### src/rtl/control_unit.sv
`default_nettype none
// +--------------------------------------------------------------------------+
// | control_unit : fetch / wait / decode / execute sequencer with ARM-style   |
// |   condition evaluation and a {N,Z,C,V} status register.                  |
// | Optional macro CU_MOC_TIMEOUT_EN bounds WAIT and adds a sticky FAULT.    |
// | Revision: 1.0                                                            |
// +--------------------------------------------------------------------------+
module control_unit #(
    parameter int TIMEOUT = 16
) (
    input  logic        Clk,
    input  logic        Clr,
    input  logic        mem_moc,
    input  logic [31:0] ir_in,
    input  logic [3:0]  alu_flags,
    output logic        mar_ld,
    output logic        ir_ld,
    output logic        pc_inc,
    output logic        mfa,
    output logic        reg_en,
    output logic [3:0]  flags,
    output logic [2:0]  state,
    output logic        fault
);

    localparam logic [2:0] c_FETCH  = 3'd0;
    localparam logic [2:0] c_WAIT   = 3'd1;
    localparam logic [2:0] c_DECODE = 3'd2;
    localparam logic [2:0] c_EXEC   = 3'd3;
    localparam logic [2:0] c_FAULT  = 3'd7;

    logic [2:0]  r_state;
    logic [2:0]  w_next;
    logic        r_run;
    logic [31:0] r_ir;
    logic        r_cond_pass;
    logic [3:0]  r_flags;
    logic        w_cond;
    logic        w_timeout;
    logic        w_fetch;
    logic        w_wait;
    logic        w_exec;
    logic        w_n;
    logic        w_z;
    logic        w_c;
    logic        w_v;

    // r_run holds strobes off until the first edge after reset release.
    assign w_fetch = r_run && (r_state == c_FETCH);
    assign w_wait  = (r_state == c_WAIT);
    assign w_exec  = (r_state == c_EXEC);

    assign mar_ld = w_fetch;
    assign mfa    = w_fetch | w_wait;
    assign ir_ld  = w_wait & mem_moc;
    assign pc_inc = w_wait & mem_moc;
    assign reg_en = w_exec & r_cond_pass;
    assign flags  = r_flags;
    assign state  = r_state;

    assign w_n = r_flags[3];
    assign w_z = r_flags[2];
    assign w_c = r_flags[1];
    assign w_v = r_flags[0];

    always_comb begin
        w_cond = 1'b0;
        case (r_ir[31:28])
            4'h0:    w_cond = w_z;
            4'h1:    w_cond = ~w_z;
            4'h2:    w_cond = w_c;
            4'h3:    w_cond = ~w_c;
            4'h4:    w_cond = w_n;
            4'h5:    w_cond = ~w_n;
            4'h6:    w_cond = w_v;
            4'h7:    w_cond = ~w_v;
            4'h8:    w_cond = w_c & ~w_z;
            4'h9:    w_cond = ~w_c | w_z;
            4'hA:    w_cond = (w_n == w_v);
            4'hB:    w_cond = (w_n != w_v);
            4'hC:    w_cond = ~w_z & (w_n == w_v);
            4'hD:    w_cond = w_z | (w_n != w_v);
            4'hE:    w_cond = 1'b1;
            default: w_cond = 1'b0;
        endcase
    end

`ifdef CU_MOC_TIMEOUT_EN
    localparam int CW = $clog2(TIMEOUT + 1);

    logic [CW-1:0] r_tcnt;

    assign w_timeout = (r_tcnt == CW'(TIMEOUT - 1));
    assign fault     = (r_state == c_FAULT);

    // Cleared in FETCH so every WAIT starts counting from zero.
    always_ff @(posedge Clk or negedge Clr) begin
        if (!Clr) begin
            r_tcnt <= '0;
        end else if (r_state == c_FETCH) begin
            r_tcnt <= '0;
        end else if (w_wait && !mem_moc && !w_timeout) begin
            r_tcnt <= r_tcnt + 1'b1;
        end
    end
`else
    assign w_timeout = 1'b0;
    assign fault     = 1'b0;
`endif

    always_comb begin
        w_next = c_FETCH;
        if (r_run) begin
            case (r_state)
                c_FETCH:  w_next = c_WAIT;
                c_WAIT: begin
                    if (mem_moc)        w_next = c_DECODE;
                    else if (w_timeout) w_next = c_FAULT;
                    else                w_next = c_WAIT;
                end
                c_DECODE: w_next = c_EXEC;
                c_EXEC:   w_next = c_FETCH;
`ifdef CU_MOC_TIMEOUT_EN
                c_FAULT:  w_next = c_FAULT;
`endif
                default:  w_next = c_FETCH;
            endcase
        end
    end

    always_ff @(posedge Clk or negedge Clr) begin
        if (!Clr) begin
            r_run       <= 1'b0;
            r_state     <= c_FETCH;
            r_ir        <= '0;
            r_cond_pass <= 1'b0;
            r_flags     <= 4'b0000;
        end else begin
            r_run   <= 1'b1;
            r_state <= w_next;
            if (ir_ld) begin
                r_ir <= ir_in;
            end
            if (r_state == c_DECODE) begin
                r_cond_pass <= w_cond;
            end
            if (reg_en && r_ir[20]) begin
                r_flags <= alu_flags;
            end
        end
    end

    // Only the condition field and S bit steer control; the rest is kept for completeness.
    logic w_unused_ir;
    assign w_unused_ir = ^{r_ir[27:21], r_ir[19:0]};

endmodule
`default_nettype wire

### config.mk
export PLATFORM = sky130hd
export DESIGN_NAME = control_unit
export DESIGN_NICKNAME = d
export VERILOG_FILES = /design/src/rtl/control_unit.sv
export SDC_FILE = /design/constraint.sdc
export NUM_CORES = 1
export LEC_CHECK = 0
export BUFFER_PORTS_ARGS = -buffer_cell sky130_fd_sc_hd__buf_2
export CAP_MARGIN = 20
export CORE_MARGIN = 4
export CORE_UTILIZATION = 43
export CTS_CLUSTER_SIZE = 12
export DETAILED_ROUTE_END_ITERATION = 16
export PLACE_DENSITY = 0.87
export SLEW_MARGIN = 30
export SYNTH_ARGS = -nofsm -noshare
export SYNTH_HDL_FRONTEND = slang
export SYNTH_SLANG_ARGS = --single-unit
export TNS_END_PERCENT = 50
### constraint.sdc
create_clock -name Clk -period 2.4 [get_ports Clk]
set_clock_uncertainty 0.2 [all_clocks]
set_input_delay 0.6 -clock Clk [delete_from_list [all_inputs] [get_ports Clk]]
set_output_delay 0.6 -clock Clk [all_outputs]
set_load 0.02 [all_outputs]
==> flow_metrics.py <==
metrics = {
    "run_status": {
        "status": "finished clean",
    },
    "worst_setup_path": {
        "critPathLaunchType": "flip-flop",
        "slowest_stage": "dfrtp_1",
        "cp_max_fo": 8,
        "critPathMaxStageDelay_ps": 440,
        "cp.required_ps": 1600,
        "path_class": "flip-flop to primary output",
        "crit_chain": "nand3b_1 > inv_1 > buf_2",
        "path_buf_inv": 2,
        "reg2reg_slack_ps": 730,
        "path_delay_family": "flip-flops",
        "worstPathArrival_ps": 1300,
        "cp-end-kind": "primary output",
    },
    "sta": {
        "finalSetupTns_ps": 0,
        "period_minus_slack_ps": 2100,
        "slew_viol_final": 0,
        "setup_viol": 0,
        "final_hold_viol_count": 0,
        "rsz0062_at_grt": "no",
        "finalCritPeriodShare": 0.877,
        "holdWs_ps": 4.61,
        "timing.final.ws_setup_ps": 295,
        "max_freq_mhz": 475,
    },
    "routing": {
        "drc": 0,
        "antenna_left": 0,
        "drt-total-wl_mm": 1.54,
        "drt-initial-drc-count": 11,
        "wl_met3_um": 76,
        "vias_per_cell": 5.05,
        "drtPass1Iterations": 4,
        "top_layer_used": "met3",
        "routed-via-count": 647,
        "m1WireLength_um": 676,
        "dr_wl_met2_um": 786,
        "wl_per_cell_um": 12.0,
    },
    "cts": {
        "clock_sinks": 13,
        "clock-root-buffer": "clkbuf_4",
        "ctsHtreeMaxLevel": 1,
        "post_cts_buffers": 0,
        "clock_latency_ps": 270,
        "hold_buffers": 0,
        "clock_path_buffers": 2,
        "cts_resized": 0,
        "cts_made_buffers": 3,
        "cts_tree": "yes",
        "clkTransAtPathRegs_ps": 70,
    },
    "grt": {
        "grt_pass1_vias": 572,
        "grt_pass1_wl_mm": 2.43,
        "grtUsageTotal": 0.124,
        "antenna_found_initial": 0,
        "grt_overflow": 0,
        "grt_max_degree": 15,
    },
    "pwr": {
        "cellPowerDensity_nw_per_um2": 770,
        "max-vdd-ir-drop_v": 0.000432,
        "p_leak_nw": 0.447,
        "power_mw": 0.695,
    },
    "finish": {
        "fin_nets": 143,
        "num_antenna_cells": 0,
        "syn_to_final_growth_pct": 17.6,
        "layout_common_cells": "buf_2 (22), nand2_1 (16), dfrtp_1 (13)",
        "final_common_cell": "buf_2",
        "fillers": 160,
        "stdcell_area_um2": 903,
        "drive_gt1_frac": 0.340,
    },
    "logic_synthesis": {
        "yosysUniqueCellTypes": 35,
        "synth-seq-cells": 13,
        "syn_area_um2": 768,
        "synth_top_cell_by_area": "dfrtp_1",
        "synth_top_area_share": 0.423,
        "syn_inst": 81,
        "syn_avg_cell_area_um2": 9.48,
        "netlist_top_cells_area": "dfrtp_1 (42%), nand2_1 (7.8%), mux2_2 (5.9%), buf_4 (2.9%), nor3b_1 (2.9%)",
        "ys_warn_count": 0,
        "ys_seq_area_frac": 0.423,
    },
    "floorplan": {
        "core_um2": 1710,
        "io_pins": 52,
        "row_count": 15,
        "die_h_um": 50.3,
        "dieArea_um2": 2530,
        "initial_core_util": 0.450,
        "die_w_um": 50.3,
    },
    "placement": {
        "gp_congestion": 0.692,
        "post_dp_cell_area_um2": 877,
        "pre_cts_ws_ps": 422,
        "post-dp-hpwl_mm": 1.17,
        "io_buffers": 22,
    },
    "flow_run": {
        "drv_cap": 0,
    },
    "min_path": {
        "hold_class": "primary input to asynchronous set/reset pin",
    },
}
-- worst reg2reg max path: stages, from the launching register on --
cell and delay (ps):
dfrtp_1 560, mux2i_1 220, o22ai_1 90, a221oi_1 340
a31oi_1 130
-- stage by stage --
stage,util,instances
finish,0.529,128
global route,0.529,128
CTS,0.529,128
detailed placement,0.514,124
global placement,0.514,124
floorplan,-,82
-- kinds of logic (layout without fill, tap and decap cells) --
group           Yosys count  in the layout  share of synthesized area
simple gates             36             36                      0.264
compound gates           14             14                      0.129
flops                    13             13                      0.423
buf+inv                   8             29                     0.0668
mux                       6              6                     0.0847
other cells               2              3                    0.00978
xor+xnor                  2              2                     0.0228
-- final cells by class --
class | instances | area (µm²) | area share
multi-input combinational | 61 | 395 | 0.438
timing repair buffer | 23 | 118 | 0.130
inverter | 2 | 7.51 | 0.00831
clock buffer | 4 | 26.3 | 0.0291
sequential | 13 | 325 | 0.360
tap | 25 | 31.3 | 0.0346
-- final timing paths --
path                          start          end  depth (start not counted)
max                        state[1]        ir_ld                          3
min                             Clr     r_ir[20]                          1
max reg2reg                r_ir[30]  r_cond_pass                          4
min reg2reg                r_ir[20]     r_ir[20]                          2
max in group asynchronous       Clr     flags[1]                          1
min in group Clk           r_ir[20]     r_ir[20]                          2
-- cells in the mapped netlist (all sizes together) --
library cell   n
and2           1
o21ai          4
a31o           1
nand2         16
conb           2
nand3b         1
buf            6
nor3b          4
o22ai          1
and3           2
o31ai          1
nor3           1
or3b           1
mux2i          2
xnor2          2
nor2b          1
and4bb         1
and2b          2
inv            2
and3b          1
a21oi          1
a21boi         1
o211ai         1
a22oi          1
dfrtp         13
mux2           4
a31oi          1
a221oi         1
nor2           4
nand2b         1
a41oi          1
-- routing by layer --
metal / track usage / up-vias
li1: - / 319
met1: 0.148 / 310
met2: 0.215 / 18
met3: 0.0237 / 0
met4: 0.0553 / 0
met5: 0 / -
-- state kept, by name (all words and copies together), names as in the netlist --
| register | count |
|---|---|
| r_ir | 5 |
| flags | 4 |
| state | 2 |
| r_cond_pass | 1 |
| r_run | 1 |
-- power breakdown --
| group | switching [mW] | total (mW) | internal, mW | leakage (nW) |
|---|---|---|---|---|
| Combinational | 0.113 | 0.226 | 0.114 | 0.274 |
| Clock | 0.0641 | 0.128 | 0.0643 | 0.0150 |
| Sequential | 0.0774 | 0.341 | 0.263 | 0.158 |
Note: power is estimated with default switching activity, not from simulation.
